[src/rtl/mode_counter.sv]
// Prescaled up/down counter with wrap, saturate and one-shot terminal behaviour.
// Registered dout, single-cycle tc pulse, sticky done flag cleared by clr or load.
module mode_counter #(
  parameter int N  = 16,
  parameter int PW = 8
) (
  input  logic          clk,
  input  logic          rst_n,
  input  logic          en,
  input  logic          clr,
  input  logic          load,
  input  logic [N-1:0]  load_val,
  input  logic [N-1:0]  limit,
  input  logic          dir,
  input  logic [1:0]    mode,
  input  logic [PW-1:0] presc,
  output logic [N-1:0]  dout,
  output logic          tc,
  output logic          done
);

  localparam logic [1:0] MODE_SAT     = 2'b01;
  localparam logic [1:0] MODE_ONESHOT = 2'b10;

  logic [PW-1:0] p;
  logic [PW-1:0] p_nxt;
  logic [N-1:0]  dout_nxt;
  logic          tc_nxt;
  logic          done_nxt;
  logic          step;
  logic          at_term;

  // p >= presc (not ==) so a lowered presc never strands p above the compare.
  assign step    = en && (p >= presc);
  assign at_term = dir ? (dout >= limit) : (dout == '0);

  always_comb begin
    p_nxt    = p;
    dout_nxt = dout;
    tc_nxt   = 1'b0;
    done_nxt = done;
    if (clr) begin
      p_nxt    = '0;
      dout_nxt = '0;
      done_nxt = 1'b0;
    end else if (load) begin
      p_nxt    = '0;
      dout_nxt = load_val;
      done_nxt = 1'b0;
    end else if (en) begin
      p_nxt = step ? '0 : p + PW'(1);
      // Once a one-shot has completed, steps are swallowed until clr/load.
      if (step && !done) begin
        if (!at_term) begin
          dout_nxt = dir ? dout + N'(1) : dout - N'(1);
        end else begin
          tc_nxt = 1'b1;
          case (mode)
            MODE_SAT:     dout_nxt = dout;
            MODE_ONESHOT: done_nxt = 1'b1;
            default:      dout_nxt = dir ? '0 : limit;
          endcase
        end
      end
    end
  end

  always_ff @(posedge clk or negedge rst_n) begin
    if (!rst_n) begin
      p    <= '0;
      dout <= '0;
      tc   <= 1'b0;
      done <= 1'b0;
    end else begin
      p    <= p_nxt;
      dout <= dout_nxt;
      tc   <= tc_nxt;
      done <= done_nxt;
    end
  end

endmodule

[config.mk]
export PLATFORM = sky130hd
export DESIGN_NAME = mode_counter
export DESIGN_NICKNAME = d
export VERILOG_FILES = /design/src/rtl/mode_counter.sv
export SDC_FILE = /design/constraint.sdc
export NUM_CORES = 1
export LEC_CHECK = 0
export ABC_AREA = 1
export CORE_MARGIN = 4
export CORE_UTILIZATION = 30
export DETAILED_ROUTE_END_ITERATION = 8
export SLEW_MARGIN = 20
export SYNTH_ARGS = -nofsm -noshare
export SYNTH_HDL_FRONTEND = slang
export SYNTH_SLANG_ARGS = --single-unit
export TNS_END_PERCENT = 100
[constraint.sdc]
create_clock -name clk -period 2.41 [get_ports clk]
set_clock_uncertainty 0.15 [all_clocks]
set_input_delay 0.6025 -clock clk [delete_from_list [all_inputs] [get_ports clk]]
set_output_delay 0.6025 -clock clk [all_outputs]
set_load 0.1 [all_outputs]
Word-level counts from Yosys, hierarchy flattened --
Cells that the tools add are included.
Word-level totals: bits of input ports 48, output and inout bits 18, word-level logic and storage cells 47, register bits 26
Cells by class: mux-type cells 24, magnitude comparators 2, eq/ne operators 3, reductions and logical operators 11, add/subtract/negate cells 3
Operators with widths (number):
- $mux W16 | 8
- $mux W8 | 4
- $add A16 B1 Y16 const B | 1
- $ge A16 B16 Y1 | 1
- $logic_not A16 Y1 | 1
- $sub A16 B1 Y16 const B | 1
- $mux W1 | 12
- $reduce_bool A3 Y1 | 4
- $add A8 B1 Y8 const B | 1
- $ge A8 B8 Y1 | 1
- $ne A4 B4 Y1 const B | 1
- $reduce_and A4 Y1 | 1
- $reduce_and A3 Y1 | 1
- $eq A2 B1 Y1 const B | 1
- $eq A2 B2 Y1 const B | 1
- $logic_and A1 B1 Y1 | 2
- $reduce_or A2 Y1 | 1
- $logic_not A1 Y1 | 1

Longest topological paths before layout --
Gate-level depths: netlist (run 1).
depth after elaboration 8, mapped depth 18, gate-level depth less buffers 18

Worst setup path after synthesis (run 1) --
No wires, ideal clock.
path type flip-flop to flip-flop, start register dout[0], end register dout[14], clock period less this slack 2.757 ns, library setup time 0.120 ns, path buffers 0, stages on the path, launching flop included 17, data required time 2.140 ns, arrival 2.487 ns, slack -0.347 ns, cell sequence dfrtp_1 -> inv_1 -> fa_1 -> inv_1 -> nand3_1 -> nand2_1 -> nand3_1 -> nand2_1 -> nand2_1 -> nand2_1 -> nand2_1 -> nand2_1 -> nand2_1 -> nand2_1 -> nand2_1 -> nand2_1 -> nand2_1
Between the ends: longest elaborated chain between the ends 7, elaborated cells between the ends (all ways) 13, classes of those cells add/sub: 2; order compare: 1; eq/ne: 1; mux: 7; reduce/logical: 2
RTL lines:
- from (decl) | RTL line 17 | output logic [N-1:0] dout,
- from (signal assigned) | RTL line 76 | dout <= dout_nxt;
- $sub A16 B1 Y16 (tied with other cells) | RTL line 55 | dout_nxt = dir ? dout + N'(1) : dout - N'(1);
- $mux W16 or $mux W1 (tied branches) | RTL line 55, 35
- $mux W16 | RTL line 54 | if (!at_term) begin
- $mux W16 | RTL line 53 | if (step && !done) begin
- $mux W16 | RTL line 50 | end else if (en) begin
- $mux W16 | RTL line 46 | end else if (load) begin
- $mux W16 | RTL line 42 | if (clr) begin
Parallel ways exist; a longest one is shown, timed or not. The select of a mux whose other input is x is not followed. A chain may end at the register's enable or synchronous reset.

Final worst setup path (run 1) --
start input port limit[2], end register dout[0]
Between the ends: longest elaborated chain between the ends 7, elaborated cells between the ends (all ways) 9, classes of those cells order compare: 1; eq/ne: 1; mux: 6; reduce/logical: 1
RTL lines:
- from (decl) | RTL line 13 | input logic [N-1:0] limit,
- $ge A16 B16 Y1 * | RTL line 35 | assign at_term = dir ? (dout >= limit) : (dout == '0);
- $mux W1 * | RTL line 35
- $mux W16 | RTL line 54
- $mux W16 | RTL line 53
- $mux W16 | RTL line 50
- $mux W16 | RTL line 46
- $mux W16 | RTL line 42
Mark *: on every way between the ends. The rest lies on a longest branch, timed or not. The select of a mux whose other input is x is not followed.

==> results of run 1 <==
[cell families after synthesis]
logic type	Yosys count
flops	26
buf+inv	80
compound gates	70
xor+xnor	14
fa+ha+maj	41
simple gates	255
[state kept, by name (all words and copies together) (netlist names)]
name  flops
dout     16
p         8
done      1
tc        1
[repair_timing]
item / 4_1_cts / 5_1_grt
cloned: 2 / 2
gates resized for setup: 63 / 67
pin swaps: 28 / 27
endpoints found under the setup margin: 17 / 20
buffers inserted: 11 / 8
[stage by stage]
stage          instances  hold slack [ns]  instance area [um2]  TNS [ns]
2_1_floorplan        486           0.1569                 3126  -0.01884
3_3_place_gp         737           0.3686                 4329    -9.209
3_5_place_dp         737           0.3770                 4329    -9.535
4_1_cts              754           0.3954                 4702         0
5_1_grt              764           0.4459                 5037  -0.01918
6_report             764           0.3928                 5037         0
[layer usage]
layer,track usage,share of wire
met5,0,0
met4,0.02939,0.018
met3,0.01820,0.049
met2,0.3391,0.48
met1,0.2353,0.45
[power groups by stage]
stage,registers (W),clock network (W),logic [W]
floorplan,0.000808,0,0.000582
global placement,0.000537,0,0.00133
detailed placement,0.000538,0,0.00134
CTS,0.000539,0.000421,0.00143
global route,0.000549,0.000432,0.00167
finish,0.000543,0.000412,0.00153
[area by class of cell]
class | instances | share of cell area
clock buffer | 3 | 0.008197
clock inverter | 1 | 0.005961
inverter | 71 | 0.05390
multi-input combinational | 383 | 0.5082
sequential | 26 | 0.1331
tap | 133 | 0.03304
timing repair buffer | 147 | 0.2576
[placed cells by master, fill, tap and decap left out, drive strengths merged, types with 23 or more instances in the layout]
cell type	synthesis	routed
nand3	37	37
nor2	50	50
ha	40	40
o21ai	27	27
clkdlybuf4s50	0	23
a21oi	28	28
inv	71	70
dfrtp	26	26
buf	6	100
nand2	148	151
[critical path, cell delays in order]
cell	delay, ns
dlygate4sd2_1	0.23
inv_2	0.05
ha_4	0.26
nand4_1	0.13
nor2_1	0.14
nor2_1	0.04
nand2_1	0.11
nand2_2	0.09
nand3_4	0.13
nand2_8	0.10
buf_12	0.15
buf_6	0.11
nand2_1	0.04
nand3_1	0.06
nand2_1	0.06
nand2_1	0.06
[worst paths after layout]
check | endpoint
max in group asynchronous | dout[13]
worst max register to register | dout[0]
worst min register to register | p[0]
min in group asynchronous | dout[6]
worst max-delay path | dout[0]
worst min-delay path | p[0]
==> impl_summary.log, run 1 <==
[metrics] distinct cell type count of the synthesized netlist: 36
[metrics] largest area contributor in the synthesized netlist: dfrtp_1
[metrics] source of the critical timing path: limit[2]
[metrics] Mapped Area: 3105 um2
[metrics] HPWL reported at the end of detailed placement: 8029 um
[metrics] post-place setup slack: -0.6567 ns
[metrics] period utilisation layout: 0.9675
[metrics] vias in the first global route: 3706
[metrics] via count: 3667
[metrics] cell internal power dissipation: 0.001313 W
[metrics] net load switching power: 0.001171 W
[metrics] Worst Min Path Start: p[0]
[metrics] xor/xnor share of the synthesized area: 0.03948
[metrics] number of rows in the core area: 36
[metrics] simple-gate share of the synthesized area: 0.3566
[metrics] final count of pins violating max slew: 0
[metrics] Root Buffer: clkbuf_8
[metrics] PnR worst setup slack: 0.07836 ns
[metrics] Final Hold Viols: 0
[metrics] fraction of power spent switching nets: 0.4713
[metrics] wire length of the first global-routing pass: 17670 um
[metrics] most frequently used flop master after synthesis: dfrtp_1
[metrics] arithmetic-cell share of the synthesized area counting full adders, half adders and majority gates: 0.1676
[metrics] fraction of synthesis flops using an asynchronous set or reset pin: 1.000
[metrics] slew at the pin with the worst max-slew slack: 0.3869 ns
[metrics] post-route antenna net violation count: 0
[metrics] ratio of routed vias to standard cells: 4.800
[metrics] post-synthesis cell count: 486
[metrics] synth-to-layout area growth: 62.21%
[metrics] number of I/O port buffers: 65
[metrics] routed wire length per instance: 14.75 um
[metrics] status: finished, final reports clean
[metrics] clock net sink count: 26
[metrics] Final Power: 0.002484 W
[metrics] portion of total power attributed to sequential cells: 0.219
[metrics] largest net degree at the start of global routing: 27
[metrics] number of synthesized flops with an enable pin: 0
[metrics] Initial Utilization: 0.3134
[metrics] largest cells by area after synthesis: dfrtp_1, nand2_1, ha_1
[metrics] static leakage power: 2.573 nW
[metrics] worst-skew pair later-pin latency: 0.30 ns
[metrics] antenna diode count: 0
[metrics] type of the most critical hold path: flip-flop to flip-flop
[metrics] Total Wirelength: 11270 um
[metrics] register area: 670.6 um2
[metrics] Setup crit start kind: primary input
[metrics] kind of critical path: primary input to flip-flop
[metrics] max-cap check violation count: 0
[metrics] Syn. warnings: 0
[metrics] post-layout util: 0.5083
[metrics] largest driver fanout on the critical path: 6
[metrics] sequential fraction of the synthesis area: 0.2095
[metrics] share of the synthesized area in the top cell type: 0.2095
[metrics] Chip Height: 109.7 um
[metrics] GRT Util Overall: 0.1843
[metrics] total setup violations reported at the end of the flow: 0
[metrics] Clock Power Share: 0.166
[metrics] H-tree levels: 1
[metrics] proportion of layout cells with a drive suffix above 1: 0.3344
[metrics] CTS clk-pin slew, worst paths: 0.11 ns
[metrics] cell with the most instances after synthesis: nand2_1
[metrics] placeable core area: 9910 um2
[metrics] Reg2Reg Setup Slack: 0.15 ns
[metrics] number of antenna violations at the first check in global routing: 0
[metrics] filler instances: 982
[metrics] number of nets produced by synthesis: 575
[metrics] clk buf depth: 2
[metrics] fmax: 428.9 MHz
[metrics] critical path endpoint category: flip-flop
[metrics] worst IR drop on VDD: 439.2 uV
[metrics] required time at the endpoint of the critical path: 2.44 ns
[metrics] width of the die: 109.7 um
[metrics] final weighted congestion of routability-driven global placement: 0.8311
[metrics] arrival time of the worst setup path: 2.36 ns
[metrics] power per standard cell area: 493.2 nW/um2
[metrics] worst flop-to-flop path startpoint: dout[7]
[metrics] dominant combinational cell family by area after synthesis: simple AND/OR/NAND/NOR gates
[metrics] total congestion overflow after global routing: 0
[metrics] DRC Markers: 0
[metrics] Min Clock Period, post-route: 2.332 ns
[metrics] length in cells of the worst reg-to-reg path: 12
[metrics] Slew HR: 0.7420
[metrics] CTS tree: done
[metrics] flop and latch count out of synthesis: 26
[metrics] final layout net count: 721
[metrics] top-level I/O count: 66
[metrics] die area: 12040 um2
[metrics] starting DRC count in detailed routing: 159
[metrics] total iterations of the first detailed-routing run: 4
[metrics] mux cell area share after synthesis: 0
[metrics] Compound-Gate Fraction of Synth Area: 0.1221
[metrics] average cell area after synthesis: 6.390 um2
[metrics] total clock buffers created by CTS: 3
[metrics] list of most frequent post-synthesis cells: nand2_1, inv_1, nor2_1
[metrics] area taken by multi-input logic gates: 2560 um2
[metrics] number of hold buffers added after cts: 0
[metrics] Comb pwr share: 0.615
[metrics] cell depth of the worst min-delay path: 1
Power figures use the tool's default switching activity.
==> run 2, diff against run 1 <==
Settings changed: ABC_CLOCK_PERIOD_IN_PS from default to 2410, REMOVE_ABC_BUFFERS from default to 1.
==> run 2 against run 1 <==
  * First-iteration DRC count increased by 0.63%
  * Count of clock-buffer cells in the layout unchanged
  * Design area increased by 4.8%
  * Critical path type unchanged
  * Highest routed layer unchanged
==> impl_summary.log, run 2 (same netlist as run 1, synthesis figures left out) <==
[metrics] number of rows in the core area: 36 (unchanged)
[metrics] largest driver fanout on the critical path: 7 (+1)
[metrics] buffering stage count on the worst path with inverters included: 3 (-1)
[metrics] CTS tree: done
[metrics] Initial Utilization: 0.3134 (unchanged)
[metrics] largest net degree at the start of global routing: 27 (unchanged)
[metrics] Final Hold Viols: 0 (unchanged)
[metrics] Root Buffer: clkbuf_8
[metrics] vias in the first global route: 3739 (+0.89%)
[metrics] CTS clk-pin slew, worst paths: 0.12 ns (about the same)
[metrics] HPWL reported at the end of detailed placement: 7963 um (-0.82%)
[metrics] number of flip-flops under the largest register name: 16 (unchanged)
[metrics] Slew HR: 0.7468 (+0.004758)
[metrics] Slowest cell on crit path: clkdlybuf4s50_1
[metrics] most flop-heavy register: dout
[metrics] type of the most critical hold path: flip-flop to flip-flop
[metrics] cells along the critical path: clkdlybuf4s50_1, inv_2, ha_4, nand2_4, nor2_4, nand4_1, nand3_2, nand3_2, nand2_4, buf_12, nand2_8, nor2_4, nand2_1, nand2_1
[metrics] critical path endpoint category: flip-flop
[metrics] clock net sink count: 26 (unchanged)
[metrics] post-route antenna net violation count: 0 (unchanged)
[metrics] Setup crit start kind: primary input
[metrics] slew at the pin with the worst max-slew slack: 0.3758 ns (-0.01111 ns)
[metrics] Slowest Stage Delay on Critical Path: 0.47 ns (+0.21 ns)
[metrics] required time at the endpoint of the critical path: 2.50 ns (+0.06 ns)
[metrics] worst-skew pair later-pin latency: 0.29 ns (about the same)
[metrics] antenna diode count: 0 (unchanged)
[metrics] width of the die: 109.7 um (unchanged)
[metrics] GRT Util Overall: 0.1875 (+0.003261)
[metrics] DRC Markers: 0 (unchanged)
[metrics] Min Clock Period, post-route: 2.379 ns (+0.04740 ns)
[metrics] die area: 12040 um2 (unchanged)
[metrics] final weighted congestion of routability-driven global placement: 0.9072 (+9.2%)
[metrics] status: finished, final reports clean
[metrics] number of antenna violations at the first check in global routing: 0 (unchanged)
[metrics] ratio of routed vias to standard cells: 4.870 (+1.5%)
[metrics] synth-to-layout area growth: 70.06%
[metrics] total clock buffers created by CTS: 3 (unchanged)
[metrics] wire length of the first global-routing pass: 17800 um (+0.71%)
[metrics] top-level I/O count: 66 (unchanged)
[metrics] total iterations of the first detailed-routing run: 5 (+1)
[metrics] Total Wirelength: 11910 um (+5.7%)
[metrics] final layout net count: 743 (+3.1%)
[metrics] kind of critical path: primary input to flip-flop
[metrics] worst IR drop on VDD: 259.6 uV (-41%)
[metrics] power per standard cell area: 482.9 nW/um2 (-2.1%)
[metrics] total setup violations reported at the end of the flow: 0 (unchanged)
[metrics] Total Negative Setup Slacks: 0 ns (unchanged)
[metrics] most frequent cells in the layout: nand2_1, buf_4, inv_1
[metrics] number of I/O port buffers: 65 (unchanged)
[metrics] max-cap check violation count: 0 (unchanged)
[metrics] total congestion overflow after global routing: 0 (unchanged)
[metrics] H-tree levels: 1 (unchanged)
[metrics] Final Power: 0.002550 W (+2.7%)
[metrics] Chip Height: 109.7 um (unchanged)
[metrics] delay-heaviest family, CP: simple AND/OR/NAND/NOR gates
[metrics] period utilisation layout: 0.9872 (+0.01967)
[metrics] post-layout util: 0.5330 (+0.02462)
[metrics] final count of pins violating max slew: 0 (unchanged)
[metrics] fmax: 420.3 MHz (-2.0%)
[metrics] biggest registers after layout: dout: 16 flops, p: 8 flops
[metrics] static leakage power: 2.658 nW (+3.3%)
[metrics] placeable core area: 9910 um2 (unchanged)
[metrics] routed wire length per instance: 15.15 um (+2.7%)
[metrics] via count: 3828 (+4.4%)
[metrics] number of hold buffers added after cts: 0 (unchanged)
[metrics] arrival time of the worst setup path: 2.47 ns (+0.11 ns)
[metrics] proportion of layout cells with a drive suffix above 1: 0.3629 (+0.02855)
[metrics] commonest non-fill, non-tap cell in the layout: nand2_1
[metrics] starting DRC count in detailed routing: 160 (+0.63%)
[metrics] clk buf depth: 2 (unchanged)
run 2: cell types whose count changed in the layout (fill, tap and decap cells not counted), moves of 7 or more:
| cell | delta |
|---|---|
| buf_4 | +24 |
| dfrtp_1 | +14 |
| dfrtp_2 | -14 |
| nand2_1 | -10 |
| nand2_2 | +10 |
| nor2_4 | +7 |
run 2: final timing paths:
path	start	endpoint	slack, ns	cells past startpoint
setup / recovery	presc[6]	dout[8]	0.03	14
hold / removal	p[0]	p[0]	0.38	1
setup reg to reg	dout[2]	dout[9]	0.13	12
hold reg to reg	p[0]	p[0]	0.38	1
max in group asynchronous	rst_n	dout[1]	1.26	2
min in group asynchronous	rst_n	dout[8]	0.53	2
run 2: layout make-up:
| type | instances | area, um2 |
|---|---|---|
| tap | 133 | 166.4 |
| clock buffer | 3 | 41.29 |
| multi-input combinational | 383 | 2654 |
| clock inverter | 1 | 30.03 |
| sequential | 26 | 653.1 |
| inverter | 71 | 271.5 |
| timing repair buffer | 169 | 1465 |
| fill | 980 | 4628 |
run 2: layer usage:
metal  vias to the layer above  track usage  share of wire
li1                       1918            -              -
met1                      1792       0.2484           0.44
met2                        99       0.3204           0.49
met3                        19      0.01820          0.047
met4                         0      0.05877          0.021
met5                         -            0              0
run 2: through the flow:
stage | instance area, um2 | cells | hold WS (ns) | setup WS [ns]
2_1_floorplan | 3047 | 477 | 0.1569 | -0.3729
3_3_place_gp | 4362 | 739 | 0.3704 | -0.6211
3_5_place_dp | 4362 | 739 | 0.3749 | -0.6147
4_1_cts | 4828 | 776 | 0.3936 | 0.003014
5_1_grt | 5281 | 786 | 0.4431 | -0.04365
6_report | 5281 | 786 | 0.3773 | 0.03096
run 2: repair_timing:
action	in CTS	in global routing
gates cloned	2	1
resized for setup	48	110
endpoints found under the setup margin	16	18
pin swaps	10	38
buffers inserted	31	10
hold endpoints to repair	0	0
run 2: power breakdown:
part | leakage (nW) | total [W] | switching [W] | internal [W]
registers | 0.342 | 0.000536 | 0.0000614 | 0.000475
logic | 2.28 | 0.00162 | 0.000948 | 0.000671
clock network | 0.0357 | 0.000395 | 0.000172 | 0.000223
